### config.mk
export PLATFORM = sky130hd
export DESIGN_NAME = soc_evt_buffer
export DESIGN_NICKNAME = d
export VERILOG_FILES = /design/src/rtl/soc_evt_pkg.sv /design/src/rtl/soc_evt_fifo.sv /design/src/rtl/soc_evt_buffer.sv
export SDC_FILE = /design/constraint.sdc
export NUM_CORES = 1
export LEC_CHECK = 0
export CAP_MARGIN = 20
export CORE_MARGIN = 1
export CORE_UTILIZATION = 52
export CTS_CLUSTER_SIZE = 10
export DETAILED_ROUTE_END_ITERATION = 6
export GPL_TIMING_DRIVEN = 0
export PLACE_DENSITY = 0.77
export SYNTH_ARGS = -nofsm -noshare
export SYNTH_HDL_FRONTEND = slang
export SYNTH_SLANG_ARGS = --single-unit
### constraint.sdc
create_clock -name clk_i -period 7.2 [get_ports clk_i]
set_clock_uncertainty 0.15 [all_clocks]
set_input_delay 0.72 -clock clk_i [delete_from_list [all_inputs] [get_ports clk_i]]
set_output_delay 0.72 -clock clk_i [all_outputs]
set_load 0.005 [all_outputs]
### src/rtl/soc_evt_pkg.sv
// soc_evt_pkg: shared SoC event type and buffer sizing
package soc_evt_pkg;
  localparam int SOC_EVT_WIDTH = 8;
  localparam int SOC_EVT_FIFO_DEPTH = 8;
  typedef logic [SOC_EVT_WIDTH-1:0] soc_evt_t;
endpackage

### src/rtl/soc_evt_fifo.sv
// soc_evt_fifo: generic synchronous flop-array FIFO with wrap-bit pointers
module soc_evt_fifo
  import soc_evt_pkg::*;
#(
  parameter int WIDTH = SOC_EVT_WIDTH,
  parameter int DEPTH = SOC_EVT_FIFO_DEPTH,
  localparam int AW = $clog2(DEPTH)
) (
  input  logic             clk,
  input  logic             rst,
  input  logic             push,
  input  logic             pop,
  input  logic [WIDTH-1:0] data_in,
  output logic [WIDTH-1:0] data_out,
  output logic             full,
  output logic             empty,
  output logic [AW:0]      level
);
  logic [WIDTH-1:0] mem [DEPTH];
  logic [AW:0] wr_ptr, rd_ptr;
  always_ff @(posedge clk) begin
    if (rst) begin
      wr_ptr <= '0;
      rd_ptr <= '0;
      for (int i = 0; i < DEPTH; i++) mem[i] <= '0;
    end else begin
      if (push) begin
        mem[wr_ptr[AW-1:0]] <= data_in;
        wr_ptr <= wr_ptr + (AW+1)'(1);
      end
      if (pop) rd_ptr <= rd_ptr + (AW+1)'(1);
    end
  end
  assign data_out = mem[rd_ptr[AW-1:0]];
  assign empty = wr_ptr == rd_ptr;
  assign full = (wr_ptr[AW-1:0] == rd_ptr[AW-1:0]) && (wr_ptr[AW] != rd_ptr[AW]);
  assign level = wr_ptr - rd_ptr;
endmodule

### src/rtl/soc_evt_buffer.sv
// soc_evt_buffer: non-stalling SoC event FIFO with drop counting toward the event unit
module soc_evt_buffer
  import soc_evt_pkg::*;
#(
  parameter int EVNT_WIDTH = SOC_EVT_WIDTH,
  parameter int DEPTH = SOC_EVT_FIFO_DEPTH,
  parameter int CNT_WIDTH = 16
) (
  input  logic                     clk_i,
  input  logic                     rst_i,
  input  logic                     evt_valid_i,
  input  logic [EVNT_WIDTH-1:0]    evt_data_i,
  output logic                     evt_valid_o,
  output logic [EVNT_WIDTH-1:0]    evt_data_o,
  input  logic                     evt_ready_i,
  input  logic                     clr_i,
  output logic [$clog2(DEPTH):0]   level_o,
  output logic                     overflow_o,
  output logic [CNT_WIDTH-1:0]     drop_cnt_o
);
  logic full, empty, push, pop, drop;
  assign evt_valid_o = !empty;
  assign pop = evt_valid_o && evt_ready_i;
  assign push = evt_valid_i && (!full || pop);
  assign drop = evt_valid_i && full && !pop;
  soc_evt_fifo #(.WIDTH(EVNT_WIDTH), .DEPTH(DEPTH)) u_fifo (
    .clk(clk_i),
    .rst(rst_i),
    .push(push),
    .pop(pop),
    .data_in(evt_data_i),
    .data_out(evt_data_o),
    .full(full),
    .empty(empty),
    .level(level_o)
  );
  always_ff @(posedge clk_i) begin
    if (rst_i) begin
      drop_cnt_o <= '0;
      overflow_o <= 1'b0;
    end else if (drop) begin
      drop_cnt_o <= clr_i ? CNT_WIDTH'(1) : (&drop_cnt_o) ? drop_cnt_o : drop_cnt_o + CNT_WIDTH'(1);
      overflow_o <= 1'b1;
    end else if (clr_i) begin
      drop_cnt_o <= '0;
      overflow_o <= 1'b0;
    end
  end
endmodule

==> impl_metrics.tcl, run 1 <==
set metrics [dict create \
    outcome "complete, no violations" \
    timing.setup.tns_ns 0 \
    synth.lib_cells_used.distinct 46 \
    critical_path_arrival_ns 2.89 \
    cts.htree.levels 3 \
    global_route_wire_length_before_repair_mm 15.2 \
    rsz0062_at_grt "no" \
    post_drt_via_cell_ratio 5.86 \
    finalHoldViolCount 0 \
    yosysTopAreaCell "sky130_fd_sc_hd__edfxtp_1" \
    initialDrtViolationCount 209 \
    first_global_vias 3023 \
    clock_tree_from_tritoncts "done" \
    synthCells 353 \
    vias 3045 \
    antennaDiodeCount 0 \
    timing.hold.worst.class "reg -> reg" \
    power_density_nw_per_um2 230 \
    drt_pass1_iterations 5 \
    power.combinational.fraction_pct 17.5 \
    global_route.usage.total_pct 23.3 \
    hold_buffers 0 \
    layout_cell_share_with_drive_strength_beyond_1_pct 12.8 \
    avgSynthCellArea_um2 12.4 \
    effective_utilization_at_floorplan_pct 53.6 \
    antenna_left 0 \
    synth_area_um2 4380 \
    tightestPinTransition_ns 0.921 \
    grt_antenna_before_repair 0 \
    switching_share_pct 24.5 \
    grt_overflow_total 0 \
    clock_root_buffer "sky130_fd_sc_hd__clkbuf_8" \
    holdWs_ns 0.334 \
    critical_path_class "reg -> out" \
    io-pin-count 43 \
    clock_power_share_pct 32.5 \
    postLayoutCoreUtil_pct 63.4 \
    synth-seq-cells 92 \
    top_cells_by_count_synth "sky130_fd_sc_hd__and2_1, sky130_fd_sc_hd__edfxtp_1, sky130_fd_sc_hd__dfxtp_1" \
    placement_rows 33 \
    worst_hold_startpoint "overflow_o" \
    numCtsBuffers 9 \
    worst_setup_path_start_kind "flop" \
    synth_sequential_area_ratio_pct 56.7 \
    area_delta_synth_final_pct 18.3 \
    finalInstanceArea_um2 5180 \
    postCtsSetupRepairBufs 0 \
    ys_top_cells_by_area "sky130_fd_sc_hd__edfxtp_1, sky130_fd_sc_hd__dfxtp_1, sky130_fd_sc_hd__and2_1" \
    max-vdd-ir-drop_mv 0.124 \
    fp.dieW_um 93.8 \
    yosys_warnings 0 \
    intPower_uw 901 \
    finalNonFillerCells 520 \
    post-dp-hpwl_mm 6.64 \
    cp_max_fo 10 \
    synth_fp_nets 373 \
    timing.critical_path.to_type "output port" \
    gpl.final_weighted_congestion 0.899 \
    count_of_max_cap_constraint_violations 0 \
    place_area_um2 4960 \
    worstPathRequired_ns 6.33 \
    grt_max_degree 17 \
    design.die.area_um2 8790 \
    setup_violations 0 \
    sequentialPowerShare_pct 50.0 \
    detail_route.wl_per_cell_um 17.7 \
    critical_path.reg2reg.startpoint "u_fifo.wr_ptr[0]" \
    power.switching_uw 292 \
    clk_pin_slew_ns 0.08 \
    finalWirelength_mm 9.23 \
    synth-edff-count 64 \
    placedCellCount 504 \
    yosys.area.top_type_share_pct 43.9 \
    insertion_delay_ns 0.36 \
    synth.most_common_cell "sky130_fd_sc_hd__and2_1" \
    finish.net_count 430 \
    post-route-min-period_ns 3.76 \
    synthFlopType "sky130_fd_sc_hd__edfxtp_1" \
    clockBufferDepth 2 \
    tritoncts_num_sinks 92 \
    cts.repair.resized 0 \
    final_max_slew_viol_count 0 \
    synth_async_sr_flop_share_pct 0 \
    core_area_um2 8180 \
    die_height_um 93.8 \
    relSlewSlack_pct 38.1 \
    timing.fmax_mhz 266 \
    final_period_util_pct 52.2 \
    detail_route.drc_violations 0 \
    numPortBuffers 41 \
    power.leakage_nw 1.85 \
]
## power by group through the flow
stage | Sequential [mW] | Combinational (mW) | Clock [mW]
after floorplan | 0.606 | 0.123 | 0
after global placement | 0.609 | 0.205 | 0
after detailed placement | 0.610 | 0.211 | 0
after CTS | 0.597 | 0.213 | 0.394
after global routing | 0.600 | 0.228 | 0.415
final | 0.597 | 0.209 | 0.388
## metrics by stage
step                worst slack, ns  power (mW)
floorplan                      4.53       0.729
global placement               3.80       0.813
detailed placement             3.70       0.821
CTS                            3.35        1.21
global route                   3.23        1.24
finish                         3.44        1.19
## worst max-delay path: stages, from the launching register on
cell	delay [ns]
sky130_fd_sc_hd__dfxtp_1	0.31
sky130_fd_sc_hd__clkbuf_1	0.45
sky130_fd_sc_hd__buf_2	0.45
sky130_fd_sc_hd__mux4_2	0.59
sky130_fd_sc_hd__mux2_2	0.29
sky130_fd_sc_hd__clkdlybuf4s50_1	0.44
## flip-flops by register name, indices dropped and copies added (netlist names), named ones only
register	cells
u_fifo.mem	64
overflow_o	1
u_fifo.rd_ptr	4
u_fifo.wr_ptr	4
drop_cnt_o	16
## layout make-up
cell class                 instances  area, µm²
tap                              105        131
sequential                        92       2480
timing repair buffer              46        448
clock buffer                      10        128
inverter                          11       41.3
buffer                             9       35.0
clock inverter                     6       95.1
multi-input combinational        241       1820
fill                             642       3000
## cell usage in the layout, fill, tap and decap left out, types with 7 or more instances in the layout
cell type and count:
sky130_fd_sc_hd__and2_1 65, sky130_fd_sc_hd__edfxtp_1 64, sky130_fd_sc_hd__clkdlybuf4s50_1 41, sky130_fd_sc_hd__dfxtp_1 28, sky130_fd_sc_hd__nor2_1 24, sky130_fd_sc_hd__nand2_1 17
sky130_fd_sc_hd__mux4_2 16, sky130_fd_sc_hd__inv_1 11, sky130_fd_sc_hd__o21ai_0 11, sky130_fd_sc_hd__nand4_1 10, sky130_fd_sc_hd__clkbuf_8 9, sky130_fd_sc_hd__mux2_2 8
sky130_fd_sc_hd__nand3_1 8, sky130_fd_sc_hd__a21oi_1 7
## worst paths after layout
check / endpoint / cells after the start / slack [ns]
setup / recovery: evt_data_o[6] / 5 / 3.44
hold / removal: overflow_o / 2 / 0.33
setup reg to reg: u_fifo.mem[4][4] / 6 / 4.11
hold reg to reg: overflow_o / 2 / 0.33
## logic make-up (layout without fill, tap and decap cells)
kind of cell	Yosys count	in the layout	share of synthesized area [%]
AND/OR/NAND/NOR	154	154	19.7
flip-flops	92	92	56.7
AO/OA/AOI/OAI	41	41	6.26
multiplexers	29	29	11.4
buffers and inverters	20	82	1.74
XOR/XNOR	10	10	2.00
adder cells (fa/ha/maj)	7	7	2.17
## per-layer routing
metal	GRT usage [%]	up-vias	part of all wire [%]
met2	40.8	101	52
met4	8.85	0	1.8
li1	-	1433	-
met1	29.0	1496	41
met3	3.32	15	5.5
met5	0	-	0
No activity file was read; power rests on OpenSTA's default activity.
==> inputs of run 2 (changes only) <==
Settings changed: CORE_UTILIZATION 52 to 51, PLACE_DENSITY 0.77 to 0.78.
Clock period 7.2 ns to 3.1 ns, I/O delays scaled along.
==> run 2 against run 1 <==
- clock power increased by 92%
- largest power group unchanged
- setup slack got worse by 3.3 ns
- non-clock buffer count decreased by 1
==> impl_metrics.tcl, run 2 (synthesis gave the netlist of run 1 again) <==
set metrics [dict create \
    hold_buffers 0 \
    antenna_left 0 \
    cpLargestDelayFamily "buffers and inverters" \
    effective_utilization_at_floorplan_pct 53.0 \
    postLayoutCoreUtil_pct 62.3 \
    io-pin-count 43 \
    global_route.usage.total_pct 22.5 \
    top_regs "u_fifo.mem: 64 flops, drop_cnt_o: 16 flops" \
    detail_route.wl_per_cell_um 17.8 \
    layout.cells.most_common "sky130_fd_sc_hd__and2_1" \
    clock_root_buffer "sky130_fd_sc_hd__clkbuf_8" \
    core_area_um2 8260 \
    clock_tree_from_tritoncts "done" \
    insertion_delay_ns 0.35 \
    count_of_max_cap_constraint_violations 0 \
    vias 3012 \
    setup_violations 0 \
    rsz0062_at_grt "no" \
    largest_reg_flops 64 \
    timing.setup.tns_ns 0 \
    power.leakage_nw 1.84 \
    timing.hold.worst.class "reg -> reg" \
    area_delta_synth_final_pct 17.5 \
    grt_overflow_total 0 \
    cts.htree.levels 3 \
    outcome "complete, no violations" \
    final_max_slew_viol_count 0 \
    layout.cells.most_common_list "sky130_fd_sc_hd__and2_1, sky130_fd_sc_hd__edfxtp_1, sky130_fd_sc_hd__clkdlybuf4s50_1, sky130_fd_sc_hd__dfxtp_1, sky130_fd_sc_hd__nor2_1" \
    gpl.final_weighted_congestion 0.906 \
    post-route-min-period_ns 2.97 \
    grt_max_degree 16 \
    timing.critical_path.to_type "output port" \
    finish.net_count 429 \
    final_period_util_pct 95.8 \
    met2_wirelength_mm 4.70 \
    layout_cell_share_with_drive_strength_beyond_1_pct 13.5 \
    slowest_stage "sky130_fd_sc_hd__clkdlybuf4s50_1" \
    crit_path_cell_trace "buf_1 > clkbuf_2 > mux4_2 > mux2_2 > clkdlybuf4s50_1" \
    cp_max_fo 10 \
    critical-path-max-stage-delay_ns 0.46 \
    wl_met1_mm 3.95 \
    design.die.area_um2 8960 \
    highest-signal-layer "met4" \
    global_route_wire_length_before_repair_mm 15.0 \
    max_flop_register "u_fifo.mem" \
    first_global_vias 2961 \
    post-dp-hpwl_mm 6.54 \
    numPortBuffers 41 \
    numCtsBuffers 9 \
    tightestPinTransition_ns 0.834 \
    fp.dieW_um 94.7 \
    drt_pass1_iterations 4 \
    relSlewSlack_pct 43.8 \
    grt_antenna_before_repair 0 \
    clk_pin_slew_ns 0.08 \
    initialDrtViolationCount 128 \
    tritoncts_num_sinks 92 \
    cp_num_buf_inv 3 \
    worst_setup_path_start_kind "flop" \
    finalHoldViolCount 0 \
    post_drt_via_cell_ratio 5.80 \
    worstPathRequired_ns 2.64 \
    met3_wirelength_um 441 \
    detail_route.drc_violations 0 \
    critical_path_arrival_ns 2.51 \
    die_height_um 94.7 \
    max-vdd-ir-drop_mv 0.289 \
    power_density_nw_per_um2 509 \
    timing.fmax_mhz 337 \
    clockBufferDepth 2 \
    finalWirelength_mm 9.26 \
    critical_path_class "reg -> out" \
    antennaDiodeCount 0 \
    placement_rows 33 \
]
-- run 2: through the flow --
stage	cells	total power [mW]	hold WS [ns]	setup slack, ns	area [µm²]
final	519	2.62	0.331	0.129	5140
after global routing	519	2.73	0.369	0.0106	5140
after CTS	519	2.64	0.339	0.0224	5130
after detailed placement	504	1.91	0.318	0.0345	4950
after global placement	499	1.89	0.315	0.0648	4920
after floorplan	353	1.69	0.316	0.650	4380
-- run 2: final cells by class --
class                           count  area [µm²]
Fill cell                         662        3110
Sequential cell                    92        2480
Tap cell                          105         131
Multi-Input combinational cell    241        1830
Clock inverter                      3        21.3
Inverter                           11        41.3
Buffer                              8        35.0
Timing Repair Buffer               46         443
Clock buffer                       13         159
-- run 2: worst paths after layout --
check	from	to	slack, ns	cells past startpoint
max	flop	evt_data_o[3]	0.13	5
min	overflow_o	overflow_o	0.33	2
max reg2reg	u_fifo.wr_ptr[0]	u_fifo.mem[1][5]	0.25	6
min reg2reg	overflow_o	overflow_o	0.33	2
-- run 2: timing repair --
action                     in CTS  in global routing
setup endpoints to repair       8                 16
gates cloned                    0                  0
resized for setup               3                  2
buffers inserted                0                  0
-- run 2: where the power goes --
part / switching [mW] / internal [mW]
Clock: 0.407 / 0.337
Combinational: 0.204 / 0.269
Sequential: 0.0385 / 1.36
-- run 2: tightest hold or removal path, cell delays in order (launching register included) --
cell and delay, ns:
sky130_fd_sc_hd__dfxtp_1 0.32, sky130_fd_sc_hd__nand2b_1 0.06, sky130_fd_sc_hd__a21oi_1 0.06
-- run 2: layer usage --
layer | vias to the layer above | global-route usage [%]
li1 | 1433 | -
met1 | 1472 | 28.9
met2 | 92 | 38.9
met3 | 15 | 3.14
met4 | 0 | 7.45
met5 | - | 0
==> inputs of run 3 (changes only) <==
Settings changed: CAP_MARGIN 20 to 10, CORE_ASPECT_RATIO set to 0.8.
==> run 3 against run 2 <==
- combinational power down 1%
- sequential power about the same
- via count decreased by 0.43%
- largest cell class unchanged
- clock-buffer cell count is 4 lower
- die area is essentially flat
- cell count grew 0.39%
- flip-flop and latch count unchanged
- fmax is 1.6% higher
- clock power grew 0.7%
- setup slack improved by 0.048 ns
- sequential share of layout area about the same
==> impl_metrics.tcl, run 3 (synthesis gave the netlist of run 1 again) <==
set metrics [dict create \
    max-vdd-ir-drop_mv 0.382 \
    timing.critical_path.to_type "output port" \
    antenna_left 0 \
    effective_utilization_at_floorplan_pct 53.9 \
    antennaDiodeCount 0 \
    critical-path-max-stage-delay_ns 0.45 \
    timing.setup.tns_ns 0 \
    setup_violations 0 \
    final_max_slew_viol_count 0 \
    layout.cells.most_common_list "sky130_fd_sc_hd__and2_1, sky130_fd_sc_hd__edfxtp_1, sky130_fd_sc_hd__clkdlybuf4s50_1, sky130_fd_sc_hd__dfxtp_1, sky130_fd_sc_hd__nor2_1" \
    slowest_stage "sky130_fd_sc_hd__clkdlybuf4s50_1" \
    placement_rows 29 \
    finalHoldViolCount 0 \
    layout_cell_share_with_drive_strength_beyond_1_pct 13.8 \
    drt_pass1_iterations 4 \
    cp_num_buf_inv 3 \
    first_global_vias 2951 \
    tritoncts_num_sinks 92 \
    detail_route.drc_violations 0 \
    numCtsBuffers 9 \
    io-pin-count 43 \
    largest_reg_flops 64 \
    max_flop_register "u_fifo.mem" \
    vias 2999 \
    power_density_nw_per_um2 509 \
    cpLargestDelayFamily "buffers and inverters" \
    relSlewSlack_pct 41.6 \
    insertion_delay_ns 0.35 \
    clockBufferDepth 2 \
    critical_path_class "reg -> out" \
    detail_route.wl_per_cell_um 17.3 \
    critical_path_arrival_ns 2.46 \
    outcome "complete, no violations" \
    grt_antenna_before_repair 0 \
    clock_root_buffer "sky130_fd_sc_hd__clkbuf_8" \
    layout.cells.most_common "sky130_fd_sc_hd__and2_1" \
    fp.dieW_um 106 \
    clock_tree_from_tritoncts "done" \
    core_area_um2 8130 \
    numPortBuffers 41 \
    power.leakage_nw 1.84 \
    gpl.final_weighted_congestion 0.831 \
    post-dp-hpwl_mm 6.39 \
    count_of_max_cap_constraint_violations 0 \
    grt_max_degree 18 \
    finish.net_count 428 \
    total_power_mw 2.62 \
    die_height_um 84.9 \
    timing.hold.worst.class "in -> reg" \
    final_period_util_pct 94.3 \
    finalWirelength_mm 9.03 \
    top_regs "u_fifo.mem: 64 flops, drop_cnt_o: 16 flops" \
    global_route.usage.total_pct 21.7 \
    rsz0062_at_grt "no" \
    design.die.area_um2 8960 \
    grt_overflow_total 0 \
    cp_max_fo 10 \
    clk_pin_slew_ns 0.10 \
    worst_setup_path_start_kind "flop" \
    holdWs_ns 0.340 \
    timing.fmax_mhz 342 \
    post-route-min-period_ns 2.92 \
    worstPathRequired_ns 2.64 \
    global_route_wire_length_before_repair_mm 14.7 \
    crit_path_cell_trace "buf_1 > clkbuf_2 > mux4_2 > mux2_2 > clkdlybuf4s50_1" \
    tightestPinTransition_ns 0.868 \
    cts.htree.levels 3 \
    post_drt_via_cell_ratio 5.76 \
    area_delta_synth_final_pct 17.5 \
    initialDrtViolationCount 182 \
]
[run 3: report_power, final]
group	internal, mW	leakage (nW)	switching [mW]
clock	0.302	0.0840	0.446
sequential	1.36	0.890	0.0378
combinational	0.268	0.862	0.199
[run 3: metal layers]
metal	track usage, %	routed length [µm]	part of all wire [%]	vias to the layer above
li1	-	-	-	1432
met1	29.7	4090	45	1447
met2	34.4	4190	46	108
met3	5.84	608	6.7	12
met4	5.93	137	1.5	0
met5	0	0	0	-
[run 3: cell type report]
| class | instances | area, µm² |
|---|---|---|
| Buffer | 8 | 35.0 |
| Clock buffer | 9 | 124 |
| Clock inverter | 7 | 60.1 |
| Fill cell | 646 | 2980 |
| Inverter | 11 | 41.3 |
| Multi-Input combinational cell | 241 | 1830 |
| Sequential cell | 92 | 2480 |
| Tap cell | 108 | 135 |
| Timing Repair Buffer | 45 | 438 |
[run 3: worst paths after layout]
check	from	to	slack [ns]	depth (start not counted)
worst min register to register	overflow_o	overflow_o	0.34	2
worst max-delay path	flop	evt_data_o[1]	0.18	5
worst min-delay path	rst_i	drop_cnt_o[0]	0.34	2
worst max register to register	u_fifo.wr_ptr[0]	u_fifo.mem[4][6]	0.24	6
[run 3: through the flow]
stage	instances	instance area [µm²]	worst slack [ns]	utilization [%]
after CTS	520	5130	-0.000233	63.1
after detailed placement	505	4950	0.0207	60.9
after global routing	521	5150	0.0307	63.3
after floorplan	353	4380	0.650	-
after global placement	502	4920	0.0846	60.6
final	521	5150	0.177	63.3
[run 3: repair_timing]
action	in CTS	in global routing
cloned	0	0
buffers inserted	0	0
endpoints found under the setup margin	9	24
pin swaps	0	0
hold buffers	0	0
resized for setup	2	3
[run 3: worst register-to-register path, cell delays in order (launching register included)]
cell and delay (ns):
sky130_fd_sc_hd__dfxtp_1 0.47, sky130_fd_sc_hd__inv_1 0.14, sky130_fd_sc_hd__ha_1 0.35, sky130_fd_sc_hd__nand4b_1 0.25, sky130_fd_sc_hd__o2111ai_1 0.29, sky130_fd_sc_hd__nor3_2 0.54
sky130_fd_sc_hd__or2_2 0.37
